--- src/rtl/tetris_input_pkg.sv ---
// Shared definitions for the Tetris button-to-command path: button count,
// command codes, the repeatable-button mask and the per-button FSM states.
package tetris_input_pkg;

   localparam int NUM_BUTTONS = 5;
   localparam int CMD_W       = 3;

   localparam logic [CMD_W-1:0] CMD_DROP   = 3'd0;
   localparam logic [CMD_W-1:0] CMD_ROTATE = 3'd1;
   localparam logic [CMD_W-1:0] CMD_LEFT   = 3'd2;
   localparam logic [CMD_W-1:0] CMD_RIGHT  = 3'd3;
   localparam logic [CMD_W-1:0] CMD_DOWN   = 3'd4;

   localparam logic [NUM_BUTTONS-1:0] REPEATABLE_MASK = 5'b11100;

   typedef enum logic [1:0] {
      ST_IDLE   = 2'd0,
      ST_DELAY  = 2'd1,
      ST_REPEAT = 2'd2
   } btn_state_e;

   // Encodes a one-hot button grant into its command code (zero when no bit is set).
   function automatic logic [CMD_W-1:0] onehot_to_code(input logic [NUM_BUTTONS-1:0] onehot);
      logic [CMD_W-1:0] code;
      code = (onehot[0] ? CMD_DROP   : 3'd0)
           | (onehot[1] ? CMD_ROTATE : 3'd0)
           | (onehot[2] ? CMD_LEFT   : 3'd0)
           | (onehot[3] ? CMD_RIGHT  : 3'd0)
           | (onehot[4] ? CMD_DOWN   : 3'd0);
      return code;
   endfunction

endpackage

--- src/rtl/input_command_queue_fifo.sv ---
// cmd_fifo: synchronous show-ahead FIFO; rdata always presents the head entry.
// DEPTH must be a power of two so the pointers wrap naturally.
module cmd_fifo #(
   parameter int WIDTH = 3,
   parameter int DEPTH = 4
) (
   input  logic             clk,
   input  logic             rst,
   input  logic             push,
   input  logic [WIDTH-1:0] wdata,
   input  logic             pop,
   output logic [WIDTH-1:0] rdata,
   output logic             full,
   output logic             empty
);

   localparam int AW = (DEPTH > 1) ? $clog2(DEPTH) : 1;
   localparam logic [AW:0] DEPTH_CNT = (AW+1)'(DEPTH);

   logic [WIDTH-1:0] mem_r [DEPTH];
   logic [AW-1:0]    wr_ptr_r;
   logic [AW-1:0]    rd_ptr_r;
   logic [AW:0]      count_r;
   logic             wr_en_s;
   logic             rd_en_s;

   assign full    = (count_r == DEPTH_CNT);
   assign empty   = (count_r == {(AW+1){1'b0}});
   // a full FIFO still takes a write when the head leaves on the same edge
   assign wr_en_s = push && (!full || pop);
   assign rd_en_s = pop && !empty;
   assign rdata   = mem_r[rd_ptr_r];

   // Storage array; cleared on reset so the head reads zero while empty.
   always_ff @(posedge clk or posedge rst) begin
      if (rst) begin
         for (int i = 0; i < DEPTH; i++) begin
            mem_r[i] <= {WIDTH{1'b0}};
         end
      end else if (wr_en_s) begin
         mem_r[wr_ptr_r] <= wdata;
      end else begin
         mem_r[wr_ptr_r] <= mem_r[wr_ptr_r];
      end
   end

   // Read/write pointers and occupancy count.
   always_ff @(posedge clk or posedge rst) begin
      if (rst) begin
         wr_ptr_r <= {AW{1'b0}};
         rd_ptr_r <= {AW{1'b0}};
         count_r  <= {(AW+1){1'b0}};
      end else begin
         if (wr_en_s) begin
            wr_ptr_r <= wr_ptr_r + AW'(1);
         end else begin
            wr_ptr_r <= wr_ptr_r;
         end
         if (rd_en_s) begin
            rd_ptr_r <= rd_ptr_r + AW'(1);
         end else begin
            rd_ptr_r <= rd_ptr_r;
         end
         case ({wr_en_s, rd_en_s})
            2'b10:   count_r <= count_r + (AW+1)'(1);
            2'b01:   count_r <= count_r - (AW+1)'(1);
            default: count_r <= count_r;
         endcase
      end
   end

endmodule

--- src/rtl/input_command_queue.sv ---
// Turns button press/release pulses into a prioritised, buffered command stream.
// Define AUTO_REPEAT_EN to build the DAS/auto-repeat FSMs for LEFT, RIGHT and DOWN.
module input_command_queue
   import tetris_input_pkg::*;
#(
   parameter int DAS_DELAY     = 25_000_000,
   parameter int REPEAT_PERIOD = 5_000_000,
   parameter int FIFO_DEPTH    = 4
) (
   input  logic                   clk,
   input  logic                   rst,
   input  logic [NUM_BUTTONS-1:0] btn_pressed,
   input  logic [NUM_BUTTONS-1:0] btn_released,
   output logic                   cmd_valid,
   output logic [CMD_W-1:0]       cmd_code,
   input  logic                   cmd_ready
);

   logic [NUM_BUTTONS-1:0] pending_r;
   logic [NUM_BUTTONS-1:0] set_s;
   logic [NUM_BUTTONS-1:0] grant_s;
   logic [NUM_BUTTONS-1:0] clr_s;
   logic                   push_s;
   logic                   pop_s;
   logic [CMD_W-1:0]       push_code_s;
   logic                   fifo_full_s;
   logic                   fifo_empty_s;

   assign cmd_valid = !fifo_empty_s;
   assign pop_s     = cmd_valid && cmd_ready;

   // Fixed-priority arbiter: lowest-index pending button wins (isolate lowest set bit).
   always_comb begin
      grant_s     = pending_r & (~pending_r + NUM_BUTTONS'(1));
      push_s      = (|pending_r) && (!fifo_full_s || pop_s);
      push_code_s = onehot_to_code(grant_s);
      clr_s       = push_s ? grant_s : {NUM_BUTTONS{1'b0}};
   end

   // Pending bits: new events win over the clear so nothing issued this edge is lost.
   always_ff @(posedge clk or posedge rst) begin
      if (rst) begin
         pending_r <= {NUM_BUTTONS{1'b0}};
      end else begin
         pending_r <= (pending_r & ~clr_s) | set_s;
      end
   end

`ifdef AUTO_REPEAT_EN
   localparam int CNT_MAX = (DAS_DELAY > REPEAT_PERIOD) ? DAS_DELAY : REPEAT_PERIOD;
   localparam int CNT_W   = (CNT_MAX > 1) ? $clog2(CNT_MAX) : 1;
   localparam logic [CNT_W-1:0] DAS_LAST = CNT_W'(DAS_DELAY - 1);
   localparam logic [CNT_W-1:0] RPT_LAST = CNT_W'(REPEAT_PERIOD - 1);
`else
   logic unused_cfg_s;
   assign unused_cfg_s = ^{btn_released, REPEATABLE_MASK, DAS_DELAY, REPEAT_PERIOD};
`endif

   for (genvar b = 0; b < NUM_BUTTONS; b++) begin : g_btn
`ifdef AUTO_REPEAT_EN
      if (REPEATABLE_MASK[b]) begin : g_rep
         btn_state_e       state_r;
         btn_state_e       state_nxt_s;
         logic [CNT_W-1:0] cnt_r;
         logic [CNT_W-1:0] cnt_nxt_s;
         logic             tick_s;

         // Repeat FSM state and DAS/repeat counter.
         always_ff @(posedge clk or posedge rst) begin
            if (rst) begin
               state_r <= ST_IDLE;
               cnt_r   <= {CNT_W{1'b0}};
            end else begin
               state_r <= state_nxt_s;
               cnt_r   <= cnt_nxt_s;
            end
         end

         // Next state: release overrides everything, including a repeat due this cycle.
         always_comb begin
            state_nxt_s = state_r;
            cnt_nxt_s   = cnt_r;
            tick_s      = 1'b0;
            if (btn_released[b]) begin
               state_nxt_s = ST_IDLE;
               cnt_nxt_s   = {CNT_W{1'b0}};
            end else begin
               case (state_r)
                  ST_IDLE: begin
                     if (btn_pressed[b]) begin
                        state_nxt_s = ST_DELAY;
                        cnt_nxt_s   = {CNT_W{1'b0}};
                     end else begin
                        state_nxt_s = ST_IDLE;
                     end
                  end
                  ST_DELAY: begin
                     if (cnt_r == DAS_LAST) begin
                        tick_s      = 1'b1;
                        cnt_nxt_s   = {CNT_W{1'b0}};
                        state_nxt_s = ST_REPEAT;
                     end else begin
                        cnt_nxt_s   = cnt_r + CNT_W'(1);
                     end
                  end
                  ST_REPEAT: begin
                     if (cnt_r == RPT_LAST) begin
                        tick_s      = 1'b1;
                        cnt_nxt_s   = {CNT_W{1'b0}};
                     end else begin
                        cnt_nxt_s   = cnt_r + CNT_W'(1);
                     end
                  end
                  default: begin
                     state_nxt_s = ST_IDLE;
                     cnt_nxt_s   = {CNT_W{1'b0}};
                  end
               endcase
            end
         end

         assign set_s[b] = btn_pressed[b] | tick_s;
      end else begin : g_single
         logic unused_rel_s;
         assign unused_rel_s = btn_released[b];
         assign set_s[b]     = btn_pressed[b];
      end
`else
      assign set_s[b] = btn_pressed[b];
`endif
   end

   cmd_fifo #(
      .WIDTH (CMD_W),
      .DEPTH (FIFO_DEPTH)
   ) u_fifo (
      .clk   (clk),
      .rst   (rst),
      .push  (push_s),
      .wdata (push_code_s),
      .pop   (pop_s),
      .rdata (cmd_code),
      .full  (fifo_full_s),
      .empty (fifo_empty_s)
   );

endmodule
--- config.mk ---
export PLATFORM = sky130hd
export DESIGN_NAME = input_command_queue
export DESIGN_NICKNAME = d
export VERILOG_FILES = /design/src/rtl/tetris_input_pkg.sv /design/src/rtl/input_command_queue_fifo.sv /design/src/rtl/input_command_queue.sv
export SDC_FILE = /design/constraint.sdc
export NUM_CORES = 1
export LEC_CHECK = 0
export ABC_CLOCK_PERIOD_IN_PS = 8000
export CELL_PAD_IN_SITES_DETAIL_PLACEMENT = 1
export CELL_PAD_IN_SITES_GLOBAL_PLACEMENT = 1
export CORE_ASPECT_RATIO = 1.2
export CORE_MARGIN = 10
export CORE_UTILIZATION = 46
export DETAILED_ROUTE_END_ITERATION = 10
export HOLD_SLACK_MARGIN = 0.1
export PLACE_DENSITY = 0.88
export SYNTH_ARGS = -nofsm -noshare
export SYNTH_HDL_FRONTEND = slang
export SYNTH_HIERARCHICAL = 1
export SYNTH_SLANG_ARGS = --single-unit
export TNS_END_PERCENT = 30
--- constraint.sdc ---
create_clock -name clk -period 8 [get_ports clk]
set_clock_uncertainty 0.1 [all_clocks]
set_input_delay 1.6 -clock clk [delete_from_list [all_inputs] [get_ports clk]]
set_output_delay 1.6 -clock clk [all_outputs]
set_load 0.02 [all_outputs]
==> impl_metrics.prom, run 1 <==
# TYPE chip_impl_metric gauge
chip_impl_info{name="run_status",value="finished, final reports clean"} 1
chip_impl_info{name="yosys-top-cells-area",value="dfrtp_1 47%, mux4_2 7.1%, a31oi_1 6.4%"} 1
chip_impl_metric{name="dieWidth",unit="µm"} 68.1
chip_impl_metric{name="dp.final_hpwl",unit="mm"} 2.41
chip_impl_info{name="critical-path-slowest-cell",value="or4b_4"} 1
chip_impl_metric{name="final-instance-count-excl-fill",unit=""} 162
chip_impl_metric{name="drt_wl_total",unit="mm"} 2.98
chip_impl_metric{name="cp.buffers_inverters",unit=""} 3
chip_impl_info{name="worstSetupEndpointType",value="flop"} 1
chip_impl_info{name="min_delay_startpoint",value="pending_r[4]"} 1
chip_impl_metric{name="vdd_ir_drop_max",unit="mV"} 0.217
chip_impl_info{name="most-common-layout-cells",value="24 x dfrtp_1, 19 x nor2_1, 13 x a31oi_1, 12 x inv_1, 11 x clkdlybuf4s50_1"} 1
chip_impl_info{name="cts_root_cell",value="clkbuf_4"} 1
chip_impl_metric{name="power_per_cell_area",unit="nW/µm²"} 423
chip_impl_metric{name="insertedDiodeCount",unit=""} 0
chip_impl_metric{name="dr_total_vias",unit=""} 965
chip_impl_info{name="worst_r2r_endpoint",value="u_fifo/count_r[2]"} 1
chip_impl_info{name="worst-setup-path-type",value="input pin to flop"} 1
chip_impl_metric{name="worst_skew_pair.late_latency",unit="ns"} 0.30
chip_impl_metric{name="synthesis.area",unit="µm²"} 1280
chip_impl_info{name="postSynth.topFlopCell",value="dfrtp_1"} 1
chip_impl_metric{name="syn_avg_cell_area",unit="µm²"} 11.1
chip_impl_metric{name="std_cell_rows",unit=""} 20
chip_impl_metric{name="synth_sequential_area_ratio",unit=""} 0.470
chip_impl_metric{name="gr-total-overflow",unit=""} 0
chip_impl_info{name="worst_path_dominant_cell_family",value="simple AND/OR/NAND/NOR gates"} 1
chip_impl_metric{name="cts.repair.resized",unit=""} 0
chip_impl_metric{name="regToRegSetupSlack",unit="ns"} 5.11
chip_impl_info{name="crit_chain",value="clkdlybuf4s50_1, nand2b_1, inv_1, or4b_4, nand2_4, ha_1, inv_1, fa_1, xor2_1, nor2_1, xor2_1"} 1
chip_impl_metric{name="path_clk_slew",unit="ns"} 0.12
chip_impl_metric{name="cp.arrival",unit="ns"} 3.95
chip_impl_metric{name="min_hold_slack",unit="ns"} 0.456
chip_impl_metric{name="finalCriticalPeriod",unit="ns"} 3.82
chip_impl_metric{name="io_buffer_count",unit=""} 11
chip_impl_metric{name="yosysWarnings",unit=""} 6
chip_impl_metric{name="timing_worst_slew_pin_value",unit="ns"} 0.739
chip_impl_metric{name="min_delay_path_depth",unit=""} 2
chip_impl_metric{name="power",unit="mW"} 0.614
chip_impl_metric{name="fin_crit_sh",unit=""} 0.477
chip_impl_metric{name="top_level_ports",unit=""} 17
chip_impl_metric{name="drt_drc_violations_left",unit=""} 0
chip_impl_metric{name="count_of_max_cap_constraint_violations",unit=""} 0
chip_impl_metric{name="die-height",unit="µm"} 77.7
chip_impl_metric{name="wl_per_cell",unit="µm"} 18.4
chip_impl_info{name="nature_of_the_critical_path_startpoint",value="input pin"} 1
chip_impl_metric{name="seq_area",unit="µm²"} 601
chip_impl_metric{name="synth_edf_count",unit=""} 0
chip_impl_metric{name="multi_input_comb_area",unit="µm²"} 632
chip_impl_metric{name="cts-buffers-inserted",unit=""} 3
chip_impl_metric{name="wl_met1",unit="mm"} 1.19
chip_impl_metric{name="tritoncts_num_sinks",unit=""} 24
chip_impl_info{name="topRoutingLayerUsed",value="met4"} 1
chip_impl_metric{name="place.gp.congestion",unit=""} 0.829
chip_impl_metric{name="detail_route.first_pass.iterations",unit=""} 4
chip_impl_metric{name="leakage",unit="nW"} 0.625
chip_impl_metric{name="placed_cells",unit=""} 159
chip_impl_metric{name="placeable_core_region",unit="µm²"} 2600
chip_impl_info{name="hold_path.class",value="flop to flop"} 1
chip_impl_info{name="min_delay_worst_endpoint",value="pending_r[4]"} 1
chip_impl_metric{name="maxSlewViolCount",unit=""} 0
chip_impl_metric{name="area.growth.synth_to_final",unit="%"} 13.6
chip_impl_metric{name="detailroute.wirelength.met3",unit="µm"} 105
chip_impl_metric{name="relSlewSlack",unit=""} 0.507
chip_impl_info{name="clock_tree_from_tritoncts",value="built"} 1
chip_impl_metric{name="timing.critical_path.fanout_max",unit=""} 5
chip_impl_metric{name="cp_slowest_stage_delay",unit="ns"} 0.53
chip_impl_metric{name="initialDrtViolationCount",unit=""} 42
chip_impl_metric{name="cts-htree-levels",unit=""} 1
chip_impl_metric{name="yosys.area.top_type_share",unit=""} 0.470
chip_impl_metric{name="cp_data_required_time",unit="ns"} 8.13
chip_impl_metric{name="initial_utilization",unit=""} 0.491
chip_impl_metric{name="met2WireLength",unit="mm"} 1.62
chip_impl_metric{name="setup_viol",unit=""} 0
chip_impl_info{name="layout_commonest_cell",value="dfrtp_1"} 1
chip_impl_metric{name="synth_cell_type_count",unit=""} 28
chip_impl_metric{name="mapped_nets",unit=""} 134
chip_impl_metric{name="wire_length_of_the_first_global_routing_pass",unit="mm"} 5.10
chip_impl_metric{name="cts_post_setup_buffers_inserted",unit=""} 0
chip_impl_metric{name="maximum_clock_rate",unit="GHz"} 0.262
chip_impl_info{name="timing.rr.start",value="u_fifo/count_r[2]"} 1
chip_impl_metric{name="grt_antenna_before_repair",unit=""} 0
chip_impl_metric{name="synthArstFlopShare",unit=""} 1.00
chip_impl_metric{name="cts_buffer_depth",unit=""} 2
chip_impl_metric{name="finalSetupTns",unit="ns"} 0
chip_impl_metric{name="count_of_nets_after_finishing",unit=""} 150
chip_impl_metric{name="first_global_vias",unit=""} 1079
chip_impl_metric{name="grt_util_all_layers",unit=""} 0.121
chip_impl_metric{name="die_area",unit="µm²"} 5290
chip_impl_metric{name="synthesis.instances",unit=""} 115
chip_impl_metric{name="largest_net_degree_at_the_start_of_global_routing",unit=""} 20
chip_impl_info{name="synth_area_leader_cell",value="dfrtp_1"} 1
chip_impl_metric{name="routed_antenna_nets",unit=""} 0
chip_impl_metric{name="hold_buffers",unit=""} 0
chip_impl_metric{name="fill_cells",unit=""} 298
chip_impl_metric{name="synth-seq-cells",unit=""} 24
chip_impl_metric{name="worst_reg2reg_path_length_in_cells",unit=""} 11
chip_impl_metric{name="drt-vias-per-instance",unit=""} 5.96
chip_impl_metric{name="drive_above_1_share",unit=""} 0.109
chip_impl_info{name="rsz0062_at_grt",value="no"} 1
chip_impl_metric{name="hold_viol_final",unit=""} 0
-- metal layers --
metal  GRT usage  vias up
li1            -      445
met1       0.142      494
met2       0.201       19
met3      0.0216        7
met4      0.0625        0
met5           0        -
-- worst register-to-register path: cells and delay by family (launching register included) --
kind | cells | cell delay [ns]
AND/OR/NAND/NOR | 5 | 1.24
adder cells (fa/ha/maj) | 2 | 0.57
flip-flops | 1 | 0.46
XOR/XNOR | 2 | 0.30
buffers and inverters | 2 | 0.17
-- synth_stat cells (2+ instances only) --
| cell | instances |
|---|---|
| a21oi_1 | 4 |
| a31oi_1 | 13 |
| mux4_1 | 2 |
| dfrtp_1 | 24 |
| nor2_1 | 19 |
| nand2_1 | 2 |
| xor2_1 | 3 |
| inv_1 | 12 |
| ha_1 | 5 |
| mux4_2 | 4 |
| nand3_1 | 3 |
| nor3_1 | 3 |
| o21ai_0 | 4 |
| xnor2_1 | 3 |
-- logic make-up after synthesis --
kind of cell / Yosys count / synth area share
xor gates and xnor gates: 6 / 0.0411
AOI/OAI and AO/OA: 24 / 0.116
and+or+nand+nor: 35 / 0.142
buffers and inverters: 12 / 0.0353
adders and majority gates: 6 / 0.0646
muxes: 8 / 0.131
DFF: 24 / 0.470
-- flip-flops by register name, indices dropped and copies added (netlist names) --
| register | count |
|---|---|
| u_fifo/rd_ptr_r | 2 |
| u_fifo/count_r | 3 |
| u_fifo/wr_ptr_r | 2 |
| u_fifo/mem_r | 12 |
| pending_r | 5 |
-- area by class of cell --
type                            count  share of cell area
Clock buffer                        3              0.0155
Inverter                           12              0.0310
Sequential cell                    24               0.414
Tap cell                           33              0.0284
Timing Repair Buffer               11              0.0759
Multi-Input combinational cell     79               0.435
-- how the worst max path moves through the flow --
| stage | startpoint | slack, ns | cells past startpoint | endpoint |
|---|---|---|---|---|
| 4_1_cts | cmd_ready | 4.19 | 11 | u_fifo/count_r[2] |
| 5_1_grt | cmd_ready | 4.09 | 11 | u_fifo/count_r[2] |
| 2_1_floorplan | cmd_ready | 4.45 | 10 | u_fifo/count_r[2] |
| 6_report | cmd_ready | 4.18 | 11 | u_fifo/count_r[2] |
| 3_5_place_dp | cmd_ready | 3.87 | 11 | u_fifo/count_r[2] |
| 3_3_place_gp | cmd_ready | 3.92 | 11 | u_fifo/count_r[2] |
-- where the power goes --
part,switching [mW],internal [mW],total [mW]
Sequential,0.0701,0.178,0.248
Clock,0.0323,0.0176,0.0499
Combinational,0.151,0.166,0.316
Total,0.253,0.361,0.614
-- per-stage QoR --
stage | util | setup slack, ns | instance area [µm²]
finish | 0.558 | 4.18 | 1450
global route | 0.558 | 4.09 | 1450
CTS | 0.558 | 4.19 | 1450
detailed placement | 0.549 | 3.87 | 1430
global placement | 0.549 | 3.92 | 1430
floorplan | - | 4.45 | 1280
No activity file was read; power rests on OpenSTA's default activity.
==> inputs of run 2 (changes only) <==
--- a/config.mk
+++ b/config.mk
@@ -5,15 +5,15 @@
 export SDC_FILE = /design/constraint.sdc
 export NUM_CORES = 1
 export LEC_CHECK = 0
-export ABC_CLOCK_PERIOD_IN_PS = 8000
+export ABC_CLOCK_PERIOD_IN_PS = 3600
 export CELL_PAD_IN_SITES_DETAIL_PLACEMENT = 1
 export CELL_PAD_IN_SITES_GLOBAL_PLACEMENT = 1
 export CORE_ASPECT_RATIO = 1.2
 export CORE_MARGIN = 10
-export CORE_UTILIZATION = 46
+export CORE_UTILIZATION = 42
 export DETAILED_ROUTE_END_ITERATION = 10
 export HOLD_SLACK_MARGIN = 0.1
-export PLACE_DENSITY = 0.88
+export PLACE_DENSITY = 0.82
 export SYNTH_ARGS = -nofsm -noshare
 export SYNTH_HDL_FRONTEND = slang
 export SYNTH_HIERARCHICAL = 1
==> constraint.sdc (replaced) <==
create_clock -name clk -period 3.6 [get_ports clk]
set_clock_uncertainty 0.1 [all_clocks]
set_input_delay 0.72 -clock clk [delete_from_list [all_inputs] [get_ports clk]]
set_output_delay 0.72 -clock clk [all_outputs]
set_load 0.02 [all_outputs]
==> run 2 against run 1 <==
Effect of this change: routed wire length down 6.9%; die area rose by 6.9%; non-clock buffer count did not move; utilization fell by 5.0 points; sequential cell count unchanged; global-route usage decreased by 2.1 points; via count fell by 0.83%; worst hold slack worse by 0.0072 ns; combinational power increased by 120%; critical endpoint unchanged.
==> impl_metrics.prom, run 2 (synthesized netlist as in run 1, its figures left out) <==
# TYPE chip_impl_metric gauge
chip_impl_info{name="run_status",value="finished, final reports clean"} 1
chip_impl_metric{name="area.growth.synth_to_final",unit="%"} 13.7
chip_impl_metric{name="setup_viol",unit=""} 0
chip_impl_metric{name="timing_worst_slew_pin_value",unit="ns"} 0.749
chip_impl_metric{name="maxSlewViolCount",unit=""} 0
chip_impl_metric{name="initialDrtViolationCount",unit=""} 97
chip_impl_info{name="setup.worst_path.end",value="u_fifo/count_r[2]"} 1
chip_impl_metric{name="cts_buffer_depth",unit=""} 2
chip_impl_metric{name="cts.repair.resized",unit=""} 0
chip_impl_metric{name="cts-htree-levels",unit=""} 1
chip_impl_metric{name="final-instance-count-excl-fill",unit=""} 163
chip_impl_metric{name="regToRegSetupSlack",unit="ns"} 0.72
chip_impl_metric{name="fill_cells",unit=""} 318
chip_impl_info{name="worstSetupEndpointType",value="flop"} 1
chip_impl_metric{name="top_level_ports",unit=""} 17
chip_impl_metric{name="die-height",unit="µm"} 80.4
chip_impl_metric{name="dp.final_hpwl",unit="mm"} 2.17
chip_impl_metric{name="timing.critical_path.fanout_max",unit=""} 5
chip_impl_metric{name="seq_area",unit="µm²"} 601
chip_impl_metric{name="leakage",unit="nW"} 0.625
chip_impl_metric{name="cp.arrival",unit="ns"} 3.04
chip_impl_metric{name="place.gp.congestion",unit=""} 0.808
chip_impl_metric{name="placedInstanceArea",unit="µm²"} 1430
chip_impl_metric{name="wl_per_cell",unit="µm"} 17.0
chip_impl_metric{name="insertedDiodeCount",unit=""} 0
chip_impl_info{name="nature_of_the_critical_path_startpoint",value="input pin"} 1
chip_impl_info{name="critical-path-slowest-cell",value="or4b_4"} 1
chip_impl_metric{name="post-route-util",unit=""} 0.507
chip_impl_metric{name="tritoncts_num_sinks",unit=""} 24
chip_impl_metric{name="dieWidth",unit="µm"} 70.3
chip_impl_metric{name="worst_skew_pair.late_latency",unit="ns"} 0.31
chip_impl_info{name="worst_r2r_endpoint",value="u_fifo/count_r[2]"} 1
chip_impl_metric{name="std_cell_rows",unit=""} 21
chip_impl_metric{name="cts_post_setup_buffers_inserted",unit=""} 0
chip_impl_metric{name="gr-total-overflow",unit=""} 0
chip_impl_metric{name="min_hold_slack",unit="ns"} 0.448
chip_impl_metric{name="finalCriticalPeriod",unit="ns"} 2.89
chip_impl_metric{name="drt_wl_total",unit="mm"} 2.78
chip_impl_metric{name="worst_reg2reg_path_length_in_cells",unit=""} 11
chip_impl_info{name="worst-setup-path-type",value="input pin to flop"} 1
chip_impl_metric{name="hold_buffers",unit=""} 0
chip_impl_metric{name="drt_drc_violations_left",unit=""} 0
chip_impl_metric{name="largest_net_degree_at_the_start_of_global_routing",unit=""} 20
chip_impl_metric{name="routed_antenna_nets",unit=""} 0
chip_impl_info{name="clock_tree_from_tritoncts",value="built"} 1
chip_impl_metric{name="wire_length_of_the_first_global_routing_pass",unit="mm"} 4.80
chip_impl_info{name="top_regs",value="u_fifo/mem_r (12), pending_r (5), u_fifo/count_r (3)"} 1
chip_impl_metric{name="number_of_flip_flops_under_the_largest_register_name",unit=""} 12
chip_impl_metric{name="first_global_vias",unit=""} 1013
chip_impl_info{name="crit_chain",value="clkdlybuf4s50_1, nand2b_1, inv_1, or4b_4, nand2_4, ha_1, inv_1, fa_1, xor2_1, nor2_1, xor2_1"} 1
chip_impl_metric{name="placed_cells",unit=""} 160
chip_impl_metric{name="maximum_clock_rate",unit="GHz"} 0.346
chip_impl_info{name="hold_path.class",value="flop to flop"} 1
chip_impl_metric{name="count_of_nets_after_finishing",unit=""} 150
chip_impl_info{name="worst_setup_path_startpoint",value="cmd_ready"} 1
chip_impl_metric{name="grt_util_all_layers",unit=""} 0.100
chip_impl_metric{name="power_per_cell_area",unit="nW/µm²"} 933
chip_impl_metric{name="multi_input_comb_area",unit="µm²"} 632
chip_impl_metric{name="relSlewSlack",unit=""} 0.500
chip_impl_metric{name="cts-buffers-inserted",unit=""} 3
chip_impl_info{name="rsz0062_at_grt",value="no"} 1
chip_impl_metric{name="dr_total_vias",unit=""} 957
chip_impl_metric{name="drt-vias-per-instance",unit=""} 5.87
chip_impl_info{name="layout_commonest_cell",value="dfrtp_1"} 1
chip_impl_metric{name="final_cell_area",unit="µm²"} 1450
chip_impl_metric{name="count_of_max_cap_constraint_violations",unit=""} 0
chip_impl_metric{name="io_buffer_count",unit=""} 11
chip_impl_metric{name="cp_data_required_time",unit="ns"} 3.75
chip_impl_metric{name="detail_route.first_pass.iterations",unit=""} 4
chip_impl_metric{name="finalSetupTns",unit="ns"} 0
chip_impl_info{name="timing.rr.start",value="u_fifo/count_r[2]"} 1
chip_impl_metric{name="path_clk_slew",unit="ns"} 0.13
chip_impl_metric{name="cp_slowest_stage_delay",unit="ns"} 0.53
chip_impl_info{name="most-common-layout-cells",value="24 x dfrtp_1, 19 x nor2_1, 13 x a31oi_1, 12 x inv_1, 11 x clkdlybuf4s50_1"} 1
chip_impl_info{name="cts_root_cell",value="clkbuf_4"} 1
chip_impl_metric{name="die_area",unit="µm²"} 5660
chip_impl_metric{name="drive_above_1_share",unit=""} 0.109
chip_impl_metric{name="placeable_core_region",unit="µm²"} 2860
chip_impl_metric{name="fin_crit_sh",unit=""} 0.804
chip_impl_info{name="registers.top_by_ff_count",value="u_fifo/mem_r"} 1
chip_impl_metric{name="hold_viol_final",unit=""} 0
chip_impl_metric{name="vdd_ir_drop_max",unit="mV"} 0.401
chip_impl_metric{name="grt_antenna_before_repair",unit=""} 0
chip_impl_metric{name="initial_utilization",unit=""} 0.446
run 2: power by group:
group	internal, mW	switching, mW
registers	0.394	0.154
logic	0.366	0.324
clock network	0.0390	0.0776
total	0.800	0.556
run 2: worst min path at each step:
stage,startpoint,endpoint,slack [ns],cells past startpoint
after floorplan,pending_r[4],pending_r[4],0.38,2
after global placement,pending_r[4],pending_r[4],0.41,2
after detailed placement,pending_r[4],pending_r[4],0.42,2
after CTS,pending_r[4],pending_r[4],0.45,2
after global routing,u_fifo/mem_r[8],u_fifo/mem_r[8],0.51,2
final,pending_r[4],pending_r[4],0.45,2
run 2: routing by layer:
metal,wire [µm],vias up,track usage
met2,1380,28,0.173
met4,40,0,0.0375
met5,0,-,0
li1,-,443,-
met1,1230,476,0.118
met3,129,10,0.0246
run 2: cell type report:
| cell class | instances | area share |
|---|---|---|
| Clock buffer | 3 | 0.0155 |
| Inverter | 12 | 0.0310 |
| Multi-Input combinational cell | 79 | 0.435 |
| Sequential cell | 24 | 0.413 |
| Tap cell | 34 | 0.0293 |
| Timing Repair Buffer | 11 | 0.0758 |
run 2: through the flow:
step / power [mW] / setup slack [ns]
after floorplan: 1.02 / 0.926
after global placement: 1.20 / 0.400
after detailed placement: 1.25 / 0.361
after CTS: 1.37 / 0.694
after global routing: 1.47 / 0.517
final: 1.36 / 0.706
run 2: worst max-delay path: cells and delay by family:
family | cells | cell delay, ns
xor+xnor | 2 | 0.30
buf+inv | 3 | 0.55
fa+ha+maj | 2 | 0.56
simple gates | 4 | 0.91
==> inputs of run 3 (changes only) <==
--- a/config.mk
+++ b/config.mk
@@ -5,15 +5,15 @@
 export SDC_FILE = /design/constraint.sdc
 export NUM_CORES = 1
 export LEC_CHECK = 0
-export ABC_CLOCK_PERIOD_IN_PS = 3600
+export ABC_CLOCK_PERIOD_IN_PS = 2400
 export CELL_PAD_IN_SITES_DETAIL_PLACEMENT = 1
 export CELL_PAD_IN_SITES_GLOBAL_PLACEMENT = 1
 export CORE_ASPECT_RATIO = 1.2
 export CORE_MARGIN = 10
-export CORE_UTILIZATION = 42
+export CORE_UTILIZATION = 38
 export DETAILED_ROUTE_END_ITERATION = 10
 export HOLD_SLACK_MARGIN = 0.1
-export PLACE_DENSITY = 0.82
+export PLACE_DENSITY = 0.79
 export SYNTH_ARGS = -nofsm -noshare
 export SYNTH_HDL_FRONTEND = slang
 export SYNTH_HIERARCHICAL = 1
==> constraint.sdc (replaced) <==
create_clock -name clk -period 2.4 [get_ports clk]
set_clock_uncertainty 0.1 [all_clocks]
set_input_delay 0.48 -clock clk [delete_from_list [all_inputs] [get_ports clk]]
set_output_delay 0.48 -clock clk [all_outputs]
set_load 0.02 [all_outputs]
==> run 3 against run 2 <==
Effect of this change: largest cell class unchanged; clock power increased by 140%; die area increased by 7.7%; the run now ends with negative setup slack left; sequential power rose by 45%; non-clock buffer count grew 13; sequential share of layout area fell by 4.1 points; first-iteration DRC count decreased by 43%; worst setup slack lost 0.80 ns; register-to-register slack got worse by 0.81 ns; power is 67% higher; utilization shrank 1.4 points; clock-buffer cell count up 1; cell area rose by 11%.
==> impl_metrics.prom, run 3 (synthesized netlist as in run 1, its figures left out) <==
# TYPE chip_impl_metric gauge
chip_impl_info{name="registers.top_by_ff_count",value="u_fifo/mem_r"} 1
chip_impl_info{name="top_regs",value="u_fifo/mem_r (12), pending_r (5), u_fifo/count_r (3)"} 1
chip_impl_info{name="clock_tree_from_tritoncts",value="built"} 1
chip_impl_metric{name="dr_total_vias",unit=""} 980
chip_impl_info{name="rsz0062_at_grt",value="yes"} 1
chip_impl_metric{name="grt_util_all_layers",unit=""} 0.0998
chip_impl_info{name="worst-setup-path-type",value="flop to flop"} 1
chip_impl_metric{name="timing.critical_path.fanout_max",unit=""} 2
chip_impl_info{name="worstSetupEndpointType",value="flop"} 1
chip_impl_metric{name="post-route-util",unit=""} 0.493
chip_impl_metric{name="wl_per_cell",unit="µm"} 15.9
chip_impl_info{name="hold_path.class",value="input pin to asynchronous set/reset pin"} 1
chip_impl_metric{name="dieWidth",unit="µm"} 72.9
chip_impl_metric{name="finalCriticalPeriod",unit="ns"} 2.49
chip_impl_metric{name="cp.arrival",unit="ns"} 2.59
chip_impl_metric{name="first_global_vias",unit=""} 1080
chip_impl_metric{name="cts_buffer_depth",unit=""} 2
chip_impl_metric{name="placeable_core_region",unit="µm²"} 3280
chip_impl_metric{name="regToRegSetupSlack",unit="ns"} -0.09
chip_impl_metric{name="worst_reg2reg_path_length_in_cells",unit=""} 11
chip_impl_info{name="nature_of_the_critical_path_startpoint",value="flop"} 1
chip_impl_metric{name="tritoncts_num_sinks",unit=""} 24
chip_impl_metric{name="hold_buffers",unit=""} 0
chip_impl_metric{name="wire_length_of_the_first_global_routing_pass",unit="mm"} 4.93
chip_impl_info{name="cts_root_cell",value="clkbuf_8"} 1
chip_impl_metric{name="insertedDiodeCount",unit=""} 0
chip_impl_metric{name="drive_above_1_share",unit=""} 0.252
chip_impl_metric{name="fill_cells",unit=""} 388
chip_impl_metric{name="seq_area",unit="µm²"} 603
chip_impl_metric{name="io_buffer_count",unit=""} 11
chip_impl_metric{name="setup_viol",unit=""} 1
chip_impl_metric{name="initialDrtViolationCount",unit=""} 55
chip_impl_metric{name="routed_antenna_nets",unit=""} 0
chip_impl_metric{name="maxSlewViolCount",unit=""} 0
chip_impl_info{name="timing.rr.start",value="u_fifo/count_r[2]"} 1
chip_impl_metric{name="hold_viol_final",unit=""} 0
chip_impl_metric{name="largest_net_degree_at_the_start_of_global_routing",unit=""} 20
chip_impl_metric{name="count_of_max_cap_constraint_violations",unit=""} 0
chip_impl_metric{name="multi_input_comb_area",unit="µm²"} 659
chip_impl_metric{name="die_area",unit="µm²"} 6090
chip_impl_metric{name="worst_skew_pair.late_latency",unit="ns"} 0.27
chip_impl_metric{name="place.gp.congestion",unit=""} 0.812
chip_impl_metric{name="leakage",unit="nW"} 0.712
chip_impl_metric{name="timing_worst_slew_pin_value",unit="ns"} 0.742
chip_impl_info{name="worst_r2r_endpoint",value="u_fifo/count_r[2]"} 1
chip_impl_metric{name="detail_route.first_pass.iterations",unit=""} 4
chip_impl_metric{name="path_clk_slew",unit="ns"} 0.09
chip_impl_metric{name="power_per_cell_area",unit="nW/µm²"} 1400
chip_impl_metric{name="drt_drc_violations_left",unit=""} 0
chip_impl_metric{name="setup_slack",unit="ns"} -0.0908
chip_impl_metric{name="cts_post_setup_buffers_inserted",unit=""} 0
chip_impl_info{name="run_status",value="finished with violations"} 1
chip_impl_metric{name="dp.final_hpwl",unit="mm"} 2.33
chip_impl_metric{name="number_of_flip_flops_under_the_largest_register_name",unit=""} 12
chip_impl_metric{name="drt_wl_total",unit="mm"} 2.86
chip_impl_metric{name="cts-buffers-inserted",unit=""} 3
chip_impl_metric{name="relSlewSlack",unit=""} 0.505
chip_impl_info{name="layout_commonest_cell",value="dfrtp_1"} 1
chip_impl_metric{name="maximum_clock_rate",unit="GHz"} 0.401
chip_impl_metric{name="vdd_ir_drop_max",unit="mV"} 0.743
chip_impl_metric{name="min_hold_slack",unit="ns"} 0.329
chip_impl_metric{name="drt-vias-per-instance",unit=""} 5.44
chip_impl_metric{name="fin_crit_sh",unit=""} 1.04
chip_impl_metric{name="initial_utilization",unit=""} 0.389
chip_impl_metric{name="cts-htree-levels",unit=""} 1
chip_impl_metric{name="die-height",unit="µm"} 83.5
chip_impl_metric{name="std_cell_rows",unit=""} 23
chip_impl_metric{name="cp_data_required_time",unit="ns"} 2.50
chip_impl_info{name="most-common-layout-cells",value="22 x dfrtp_1, 19 x nor2_1, 13 x a31oi_1, 13 x buf_4, 10 x inv_1"} 1
chip_impl_metric{name="grt_antenna_before_repair",unit=""} 0
chip_impl_info{name="violations",value="negative setup slack"} 1
chip_impl_metric{name="top_level_ports",unit=""} 17
chip_impl_metric{name="count_of_nets_after_finishing",unit=""} 163
chip_impl_metric{name="area.growth.synth_to_final",unit="%"} 26.6
chip_impl_metric{name="gr-total-overflow",unit=""} 0
run 3: changes by cell type in the layout (fill, tap and decap cells not counted), moves of 2 or more:
cell             change
clkdlybuf4s50_1      -2
inv_2                +2
dfrtp_1              -2
clkbuf_8             +4
clkbuf_4             -3
inv_1                -2
dfrtp_2              +2
buf_4               +13
run 3: worst max path at each step:
| stage | start | endpoint | slack [ns] | depth (start not counted) |
|---|---|---|---|---|
| after floorplan | u_fifo/count_r[0] | u_fifo/count_r[2] | -0.16 | 11 |
| after global placement | cmd_ready | u_fifo/count_r[2] | -0.39 | 11 |
| after detailed placement | cmd_ready | u_fifo/count_r[2] | -0.41 | 11 |
| after CTS | u_fifo/count_r[2] | u_fifo/count_r[2] | -0.12 | 11 |
| after global routing | u_fifo/count_r[2] | u_fifo/count_r[2] | -0.27 | 11 |
| final | u_fifo/count_r[2] | u_fifo/count_r[2] | -0.09 | 11 |
run 3: critical path, cell delays in order (launching register included):
cell and delay [ns]:
dfrtp_1 0.39, nor3_2 0.23, nand2b_4 0.17, inv_2 0.04, or4b_4 0.50, nand2_4 0.10, ha_4 0.14, inv_2 0.04
fa_2 0.32, xor2_1 0.14, nor2_1 0.11, xor2_1 0.14
run 3: power breakdown:
part | leakage (nW) | internal, mW | total, mW | switching, mW
sequential | 0.269 | 0.597 | 0.793 | 0.196
combinational | 0.415 | 0.647 | 1.20 | 0.549
clock | 0.0288 | 0.147 | 0.277 | 0.131
total | 0.712 | 1.39 | 2.27 | 0.876
run 3: per-layer routing:
metal	GRT usage	part of all wire	wire length (µm)
met4	0.0398	0.013	38
met1	0.107	0.41	1180
met3	0.0286	0.041	117
met5	0	0	0
met2	0.175	0.53	1530
run 3: cell type report:
class                           count  area share
Clock buffer                        4      0.0340
Inverter                           12      0.0278
Multi-Input combinational cell     79       0.408
Sequential cell                    24       0.373
Tap cell                           37      0.0286
Timing Repair Buffer               24       0.129
run 3: through the flow:
stage / setup WS (ns) / instances / area (µm²) / total power, mW / TNS, ns
2_1_floorplan: -0.159 / 115 / 1310 / 1.57 / -0.205
3_3_place_gp: -0.388 / 176 / 1560 / 1.94 / -1.02
3_5_place_dp: -0.408 / 176 / 1560 / 2.03 / -2.07
4_1_cts: -0.123 / 180 / 1620 / 2.31 / -0.138
5_1_grt: -0.270 / 180 / 1620 / 2.46 / -0.361
6_report: -0.0908 / 180 / 1620 / 2.27 / -0.0908
run 3: timing repair:
| action | in CTS | in global routing |
|---|---|---|
| resized for setup | 4 | 1 |
| endpoints found under the setup margin | 5 | 3 |
| gates cloned | 0 | 0 |
| pin swaps | 5 | 0 |
